==> src/rtl/flash_bus_arbiter.sv <==
// Round-robin arbiter and strobe sequencer for the shared external flash bus.
// One requester is granted at a time. Its request is run as a setup/access/hold
// strobe sequence, and completion is signalled with a one-cycle ack.
module flash_bus_arbiter #(
  parameter int unsigned NUM_MASTERS   = 2,
  parameter int unsigned ADDR_WIDTH    = 25,
  parameter int unsigned DATA_WIDTH    = 16,
  parameter int unsigned SETUP_CYCLES  = 2,
  parameter int unsigned ACCESS_CYCLES = 8,
  parameter int unsigned HOLD_CYCLES   = 2
) (
  input  logic                              clk,
  input  logic                              resetn,
  input  logic [NUM_MASTERS-1:0]            m_req,
  input  logic [NUM_MASTERS-1:0]            m_we,
  input  logic [NUM_MASTERS*ADDR_WIDTH-1:0] m_addr,
  input  logic [NUM_MASTERS*DATA_WIDTH-1:0] m_wdata,
  output logic [NUM_MASTERS-1:0]            m_ack,
  output logic [DATA_WIDTH-1:0]             m_rdata,
  output logic [NUM_MASTERS-1:0]            m_gnt,
  output logic [ADDR_WIDTH-1:0]             fsa,
  output logic [DATA_WIDTH-1:0]             fsd_o,
  output logic                              fsd_oe,
  input  logic [DATA_WIDTH-1:0]             fsd_i,
  output logic                              flash_ce_n,
  output logic                              flash_oe_n,
  output logic                              flash_we_n
);

  localparam int unsigned IdxW = $clog2(NUM_MASTERS);

  typedef enum logic [2:0] {StIdle, StSetup, StAccess, StHold, StDone} state_e;

  state_e                 state_q, state_d;
  logic [3:0]             cnt_q, cnt_d;
  logic [IdxW-1:0]        ptr_q, ptr_d;
  logic [IdxW-1:0]        winner;
  logic                   found;
  int unsigned            cand;
  logic                   we_q, we_d;
  logic [ADDR_WIDTH-1:0]  addr_d;
  logic [DATA_WIDTH-1:0]  wdata_d;
  logic [NUM_MASTERS-1:0] sel_vec;
  logic                   bus_active_d;

  logic [ADDR_WIDTH-1:0]  addr_arr  [NUM_MASTERS];
  logic [DATA_WIDTH-1:0]  wdata_arr [NUM_MASTERS];

  for (genvar g = 0; g < NUM_MASTERS; g++) begin : g_unpack
    assign addr_arr[g]  = m_addr[g*ADDR_WIDTH +: ADDR_WIDTH];
    assign wdata_arr[g] = m_wdata[g*DATA_WIDTH +: DATA_WIDTH];
  end

  // Round-robin search starting one past the last winner
  always_comb begin
    found  = 1'b0;
    winner = ptr_q;
    cand   = 0;
    for (int unsigned k = 1; k <= NUM_MASTERS; k++) begin
      cand = (32'(ptr_q) + k) % NUM_MASTERS;
      if (!found && m_req[cand[IdxW-1:0]]) begin
        found  = 1'b1;
        winner = cand[IdxW-1:0];
      end
    end
  end

  // Next-state logic: phase sequencing and request latching on grant
  always_comb begin
    state_d = state_q;
    cnt_d   = cnt_q;
    ptr_d   = ptr_q;
    we_d    = we_q;
    addr_d  = fsa;
    wdata_d = fsd_o;
    case (state_q)
      StIdle: begin
        if (found) begin
          state_d = StSetup;
          cnt_d   = 4'(SETUP_CYCLES);
          ptr_d   = winner;
          we_d    = m_we[winner];
          addr_d  = addr_arr[winner];
          wdata_d = wdata_arr[winner];
        end
      end
      StSetup: begin
        if (cnt_q == 4'd1) begin
          state_d = StAccess;
          cnt_d   = 4'(ACCESS_CYCLES);
        end else begin
          cnt_d = cnt_q - 4'd1;
        end
      end
      StAccess: begin
        if (cnt_q == 4'd1) begin
          state_d = StHold;
          cnt_d   = 4'(HOLD_CYCLES);
        end else begin
          cnt_d = cnt_q - 4'd1;
        end
      end
      StHold: begin
        if (cnt_q == 4'd1) begin
          state_d = StDone;
          cnt_d   = 4'd0;
        end else begin
          cnt_d = cnt_q - 4'd1;
        end
      end
      StDone:  state_d = StIdle;
      default: state_d = StIdle;
    endcase
  end

  // One-hot of the granted master and the bus-driving phases of the next state
  always_comb begin
    sel_vec        = '0;
    sel_vec[ptr_d] = 1'b1;
    bus_active_d   = (state_d == StSetup) || (state_d == StAccess) || (state_d == StHold);
  end

  // State and registered outputs; outputs are computed from the next state so they line up
  // with the phase they belong to
  always_ff @(posedge clk or negedge resetn) begin
    if (!resetn) begin
      state_q    <= StIdle;
      cnt_q      <= 4'd0;
      ptr_q      <= IdxW'(NUM_MASTERS - 1);
      we_q       <= 1'b0;
      fsa        <= '0;
      fsd_o      <= '0;
      fsd_oe     <= 1'b0;
      m_gnt      <= '0;
      m_ack      <= '0;
      m_rdata    <= '0;
      flash_ce_n <= 1'b1;
      flash_oe_n <= 1'b1;
      flash_we_n <= 1'b1;
    end else begin
      state_q    <= state_d;
      cnt_q      <= cnt_d;
      ptr_q      <= ptr_d;
      we_q       <= we_d;
      fsa        <= addr_d;
      fsd_o      <= wdata_d;
      m_gnt      <= (state_d != StIdle) ? sel_vec : '0;
      m_ack      <= (state_d == StDone) ? sel_vec : '0;
      flash_ce_n <= !bus_active_d;
      flash_oe_n <= !((state_d == StAccess) && !we_d);
      flash_we_n <= !((state_d == StAccess) && we_d);
      // Only writes drive the data pins, and never in DONE, so the bus turns around before IDLE
      fsd_oe     <= bus_active_d && we_d;
      if ((state_q == StAccess) && (cnt_q == 4'd1) && !we_q) begin
        m_rdata <= fsd_i;
      end
    end
  end

endmodule

==> config.mk <==
export PLATFORM = sky130hd
export DESIGN_NAME = flash_bus_arbiter
export DESIGN_NICKNAME = d
export VERILOG_FILES = /design/src/rtl/flash_bus_arbiter.sv
export SDC_FILE = /design/constraint.sdc
export NUM_CORES = 1
export LEC_CHECK = 0
export CAP_MARGIN = 20
export CORE_MARGIN = 4
export CORE_UTILIZATION = 40
export DETAILED_ROUTE_END_ITERATION = 12
export GPL_TIMING_DRIVEN = 1
export PLACE_DENSITY = 0.8
export SYNTH_ARGS = -nofsm -noshare
export SYNTH_HDL_FRONTEND = slang
export SYNTH_SLANG_ARGS = --single-unit
==> constraint.sdc <==
create_clock -name clk -period 2.7 [get_ports clk]
set_input_delay 0.54 -clock clk [delete_from_list [all_inputs] [get_ports clk]]
set_output_delay 0.54 -clock clk [all_outputs]
set_load 0.1 [all_outputs]
==> reports/metrics.yaml, run 1 <==
status:
  status: "complete, no violations"
floorplan:
  die-area_mm2: 0.009841
  ioPinCount: 169
  rows: 33
  core_area_mm2: 0.008134
  die_w_um: 99.20
  initial_core_util_pct: 40.90
  die_h_um: 99.20
detailed_routing:
  detail_route.wl_per_cell_um: 15.19
  first_pass_iters: 6
  drc: 0
  viasPerCell: 4.908
  vias: 2788
  ant_nets: 0
  drtIter0Drc: 60
  drt_wl_total_um: 8626
final_layout:
  layout-drive-gt1-share_pct: 23.54
  fin_nets: 565
  antenna_cells: 0
  syn2layout_area_growth_pct: 54.42
sta:
  fin_crit_ps: 2075
  slew_violations: 0
  setup_viol: 0
  hold_viol: 0
  finalCritPeriodShare_pct: 76.84
  fin_setup_tns_ps: 0
  max_freq_mhz: 482.0
  relSlewSlack_pct: 39.65
  holdWs_ps: 343.9
  fin_worst_skew_ps: 12.66
  tightest_slew_ps: 905.2
  rsz0062_at_grt: "no"
setup_path:
  startpoint: "m_req[1]"
  crit_chain: "clkdlybuf4s50_1 > o21ai_4 > buf_4 > mux2i_1 > o21ai_0"
  crit_family: "buffers and inverters"
  cp_num_buf_inv: 2
  arrival_ps: 2270
  cp.required_ps: 2890
  endpoint_kind: "flop"
  timing.rr.start: "cnt_q[1]"
  crit_slowest_cell: "o21ai_4"
  startpoint_type: "primary input"
  path_class: "in2reg"
  critPathMaxStageDelay_ps: 630
  crit_fanout: 16
cts:
  ctsHoldBuffers: 0
  ctsHtreeMaxLevel: 3
  cts_buffers: 9
  clockRootBuffer: "clkbuf_8"
  clkTransAtPathRegs_ps: 70
  clockBufferDepth: 2
  ctsResizeCount: 0
  clock_sinks: 74
  cts_tree: "yes"
  clock_latency_ps: 330
  cts_setup_buffers: 0
yosys:
  synth_edf_count: 0
  seq_area_frac_synth_pct: 55.81
  postSynthAreaPerCell_um2: 11.43
  syn_area_mm2: 0.003327
  synthFlopType: "dfrtp_1"
  synth-seq-cells: 74
  synth_top_cell_by_area: "dfrtp_1"
  syn-num-nets: 397
  yosys.area.top_type_share_pct: 52.65
  ys_warn_count: 0
  synth_area_leaders: "dfrtp_1 53%, mux2i_1 13%, o21ai_0 7.2%, nand2_1 5.8%, mux2_4 4.5%"
  synth.distinct_cells: 38
  synthCells: 291
  async_flop_share_pct: 100.0
global_routing:
  grt_pass1_vias: 2849
  grt.met3_usage_pct: 5.540
  grt_overflow: 0
  grt_max_degree: 75
  grt_use_total_pct: 17.30
  grt-busiest-layer: "met2"
  use_met1_pct: 21.02
  use_met2_pct: 28.25
  grt_first_pass_wirelength_um: 13590
  grt_antenna_before_repair: 0
place:
  port_buffers: 168
  place_hpwl_um: 6664
  place_congestion: 0.7651
flow_run:
  cap_violations: 0
worst_hold_path:
  hold_path.class: "in2async"
==> cells in the final DEF (no fill, tap or decap), types with 2 or more instances in the layout <==
cell / count
clkdlybuf4s50_1: 102
buf_4: 72
dfrtp_1: 70
nand2_1: 51
o21ai_0: 47
mux2i_1: 43
mux2_4: 10
clkbuf_8: 9
inv_1: 6
nor2_1: 6
mux2_2: 6
dfstp_2: 4
clkbuf_1: 3
nor3b_1: 2
o21a_1: 2
o21ai_4: 2
a21oi_1: 2
a32oi_1: 2
ha_1: 2
==> worst paths after layout <==
check,to,slack (ps),depth (start not counted)
max in group asynchronous,fsd_o[1],1770,1
worst max-delay path,fsa[0],630,5
min in group clk,fsa[16],480,2
worst min-delay path,m_rdata[0],340,1
worst min register to register,fsa[16],480,2
worst max register to register,m_rdata[1],710,7
==> Yosys cell counts, types with 2 or more instances <==
cell      number
nor3b_1        2
inv_1          6
dfstp_2        4
nand2_1       51
buf_2          6
ha_1           2
o21ai_0       48
mux2i_1       43
nor2_1         6
clkbuf_1       9
o21a_1         2
a32oi_1        2
mux2_2         6
mux2_4        10
a21oi_1        2
dfrtp_1       70
==> stage by stage <==
| stage | area, µm² | util, % | std cells | worst slack [ps] |
|---|---|---|---|---|
| detailed placement | 4960 | 60.98 | 553 | 241.6 |
| finish | 5137 | 63.16 | 568 | 625.4 |
| global placement | 4960 | 60.98 | 553 | 301.0 |
| global route | 5137 | 63.16 | 568 | 482.4 |
| floorplan | 3327 | - | 291 | 839.3 |
| CTS | 5137 | 63.16 | 568 | 602.2 |
==> final cells by class <==
type                    count  area, µm²
clock buffers              12      135.1
clock inverters             3      42.54
fillers                   641       2997
inverters                   6      22.52
multi-input cells         193       1368
flip-flops and latches     74       1857
well taps                 105      131.4
repair buffers            175       1582
==> kinds of logic (layout without fill, tap and decap cells) <==
family / after synthesis / after routing / synth area share, %
flip-flops: 74 / 74 / 55.81
AND/OR/NAND/NOR: 69 / 69 / 9.628
AO/OA/AOI/OAI: 63 / 63 / 10.57
multiplexers: 59 / 59 / 19.48
buffers and inverters: 24 / 196 / 3.761
adder cells (fa/ha/maj): 2 / 2 / 0.7520
==> worst register-to-register path, cell delays in order, from the launching register on <==
cell and delay, ps:
dfrtp_1 390, inv_1 100, ha_1 180, nand2_1 100, nor4_4 210, nor3b_4 230
buf_4 300, mux2_2 380
==> registers in the layout, summed over array words and instances, names as in the netlist <==
name        flops
flash_oe_n      1
fsd_oe          1
cnt_q           4
m_ack           2
fsd_o          16
flash_we_n      1
we_q            1
ptr_q           1
fsa            25
m_rdata        16
m_gnt           2
state_q         3
flash_ce_n      1
==> metal layers <==
layer | share of wire, % | up-vias
met5 | 0 | -
met4 | 2.7 | 0
met3 | 9.5 | 20
met2 | 47 | 136
met1 | 41 | 1292
li1 | - | 1340
Power of run 1 is not shown: default switching activity piles up to over one toggle a cycle in this logic, so the estimate is an artifact.
==> run 2: changes to the inputs <==
- CORE_UTILIZATION: 40 -> 36
- PLACE_DENSITY: 0.8 -> 0.76
- clock period: 2.7 -> 1.65 ns (I/O delays scaled with it)
==> reports/metrics.yaml, run 2 (synthesis gave the netlist of run 1 again) <==
place:
  place_ws_ps: -304.2  # -545.8 ps
  dp_cells: 573  # +3.6%
  place_congestion: 0.8172  # +6.8%
  place_hpwl_um: 7516  # +13%
  place_area_mm2: 0.005974  # +20%
  port_buffers: 168  # unchanged
sta:
  rsz0062_at_grt: "yes"
  fin_worst_skew_ps: 6.415  # -6.247 ps
  slew_violations: 0  # unchanged
  relSlewSlack_pct: 70.93  # +31 points
  holdWs_ps: -2.269  # -346.2 ps
  fin_crit_ps: 1796
  finalCritPeriodShare_pct: 108.9
  setup_ws_ps: -146.1  # -771.5 ps
  max_freq_mhz: 556.8
  tightest_slew_ps: 430.6  # -474.6 ps
  hold_viol: 3  # +3
  fin_setup_tns_ps: -2178  # -2178 ps
  setup_viol: 16  # +16
setup_path:
  startpoint_type: "flop"
  crit_fanout: 8  # -8
  endpoint_kind: "flop"
  arrival_ps: 2010  # -260 ps
  path_class: "reg2reg"
  cp.required_ps: 1870  # -1020 ps
flow_run:
  cap_violations: 0  # unchanged
cts:
  cts_tree: "yes"
  ctsHoldBuffers: 0  # unchanged
  clkTransAtPathRegs_ps: 80  # about the same
  ctsHtreeMaxLevel: 3  # unchanged
  clockRootBuffer: "clkbuf_8"
  cts_buffers: 9  # unchanged
  clockBufferDepth: 2  # unchanged
  clock_sinks: 74  # unchanged
  clock_latency_ps: 330  # about the same
floorplan:
  initial_core_util_pct: 37.60  # -3.3 points
  core_area_mm2: 0.008848  # +8.8%
  rows: 34  # +3.0%
  die_h_um: 104.1  # +5.0%
  die_w_um: 104.1  # +5.0%
  die-area_mm2: 0.01084  # +10%
  ioPinCount: 169  # unchanged
detailed_routing:
  drt_wl_total_um: 9943  # +15%
  first_pass_iters: 4  # -2
  vias: 2919  # +4.7%
  ant_nets: 0  # unchanged
  drtIter0Drc: 74  # +23%
  viasPerCell: 4.906  # about the same
  drc: 0  # unchanged
  detail_route.wl_per_cell_um: 16.71  # +10%
final_layout:
  fin_util_pct: 71.14  # +8.0 points
  final_cell_mix: "102 x clkdlybuf4s50_1, 70 x dfrtp_1, 69 x buf_12, 50 x nand2_1, 46 x o21ai_0"
  final_common_cell: "clkdlybuf4s50_1"
  final_cells: 595  # +4.8%
  final_cell_area_mm2: 0.006295  # +23%
  top_register: "fsa"
  antenna_cells: 0  # unchanged
  multi_input_area_mm2: 0.001431  # +4.7%
  largest_reg_flops: 25  # unchanged
  syn2layout_area_growth_pct: 89.21
  top_regs: "fsa x25, fsd_o x16, m_rdata x16"
  seq_area_mm2: 0.001857  # unchanged
  fin_nets: 588  # +4.1%
  layout-drive-gt1-share_pct: 29.16  # +5.6 points
  num-fill-cells: 621  # -3.1%
global_routing:
  grt_pass1_vias: 2986  # +4.8%
  grt_first_pass_wirelength_um: 15590  # +15%
  grt_max_degree: 75  # unchanged
  grt_antenna_before_repair: 0  # unchanged
  grt_overflow: 0  # unchanged
  grt_use_total_pct: 17.98  # +0.68 points
status:
  violations: "negative hold slack, negative setup slack"
  status: "complete, but fails checks"
worst_hold_path:
  hold_path.class: "in2async"
power:
  p_leak_nw: 2.858
  peakVddDrop_uv: 1407
  power_density_mw_per_mm2: 2303
==> run 2: worst paths after layout <==
check | from | depth (start not counted) | to | slack [ps]
max in group asynchronous | resetn | 2 | ptr_q | 1300
setup / recovery | cnt_q[1] | 7 | m_rdata[12] | -150
setup reg to reg | cnt_q[1] | 7 | m_rdata[12] | -150
hold reg to reg | we_q | 1 | flash_we_n | 530
hold / removal | resetn | 2 | fsd_o[12] | -2
min in group clk | we_q | 1 | flash_we_n | 530
==> run 2: worst max-delay path, cell delays in order, from the launching register on <==
cell,delay [ps]
dfrtp_1,400
inv_2,80
ha_4,140
nand2_4,50
nor4_4,220
nor3b_4,270
buf_6,200
mux2_4,310
==> run 2: timing repair <==
action	CTS	global route
endpoints found under the setup margin	16	38
cloned	1	2
pin swaps	0	2
resized for setup	2	14
buffers inserted	4	3
==> run 2: cell type report <==
cell class	count	share of cell area, %
repair buffers	198	42.18
flip-flops and latches	74	29.50
multi-input cells	193	22.74
well taps	108	2.147
clock buffers	10	2.027
clock inverters	6	1.053
inverters	6	0.3578
==> run 2: power breakdown <==
part	internal [W]	leakage, nW	total (W)	switching [W]
Sequential	0.00256	0.931	0.00333	0.000773
Combinational	0.00371	1.84	0.00980	0.00608
Clock	0.000701	0.0889	0.00137	0.000670
==> run 2: stage by stage <==
| stage | hold slack (ps) | power [W] |
|---|---|---|
| after floorplan | 34.41 | 0.008988 |
| after global placement | 375.2 | 0.01284 |
| after detailed placement | 383.1 | 0.01302 |
| after CTS | 12.23 | 0.01444 |
| after global routing | 25.15 | 0.01513 |
| final | -2.269 | 0.01450 |
==> run 2: per-layer routing <==
layer	wire [µm]	track usage [%]	vias up
met5	0	0	-
met4	133	4.938	0
met3	807	6.580	12
met2	5109	31.01	120
met1	3892	21.09	1397
li1	-	-	1390
(Power assumes the default switching activity.)
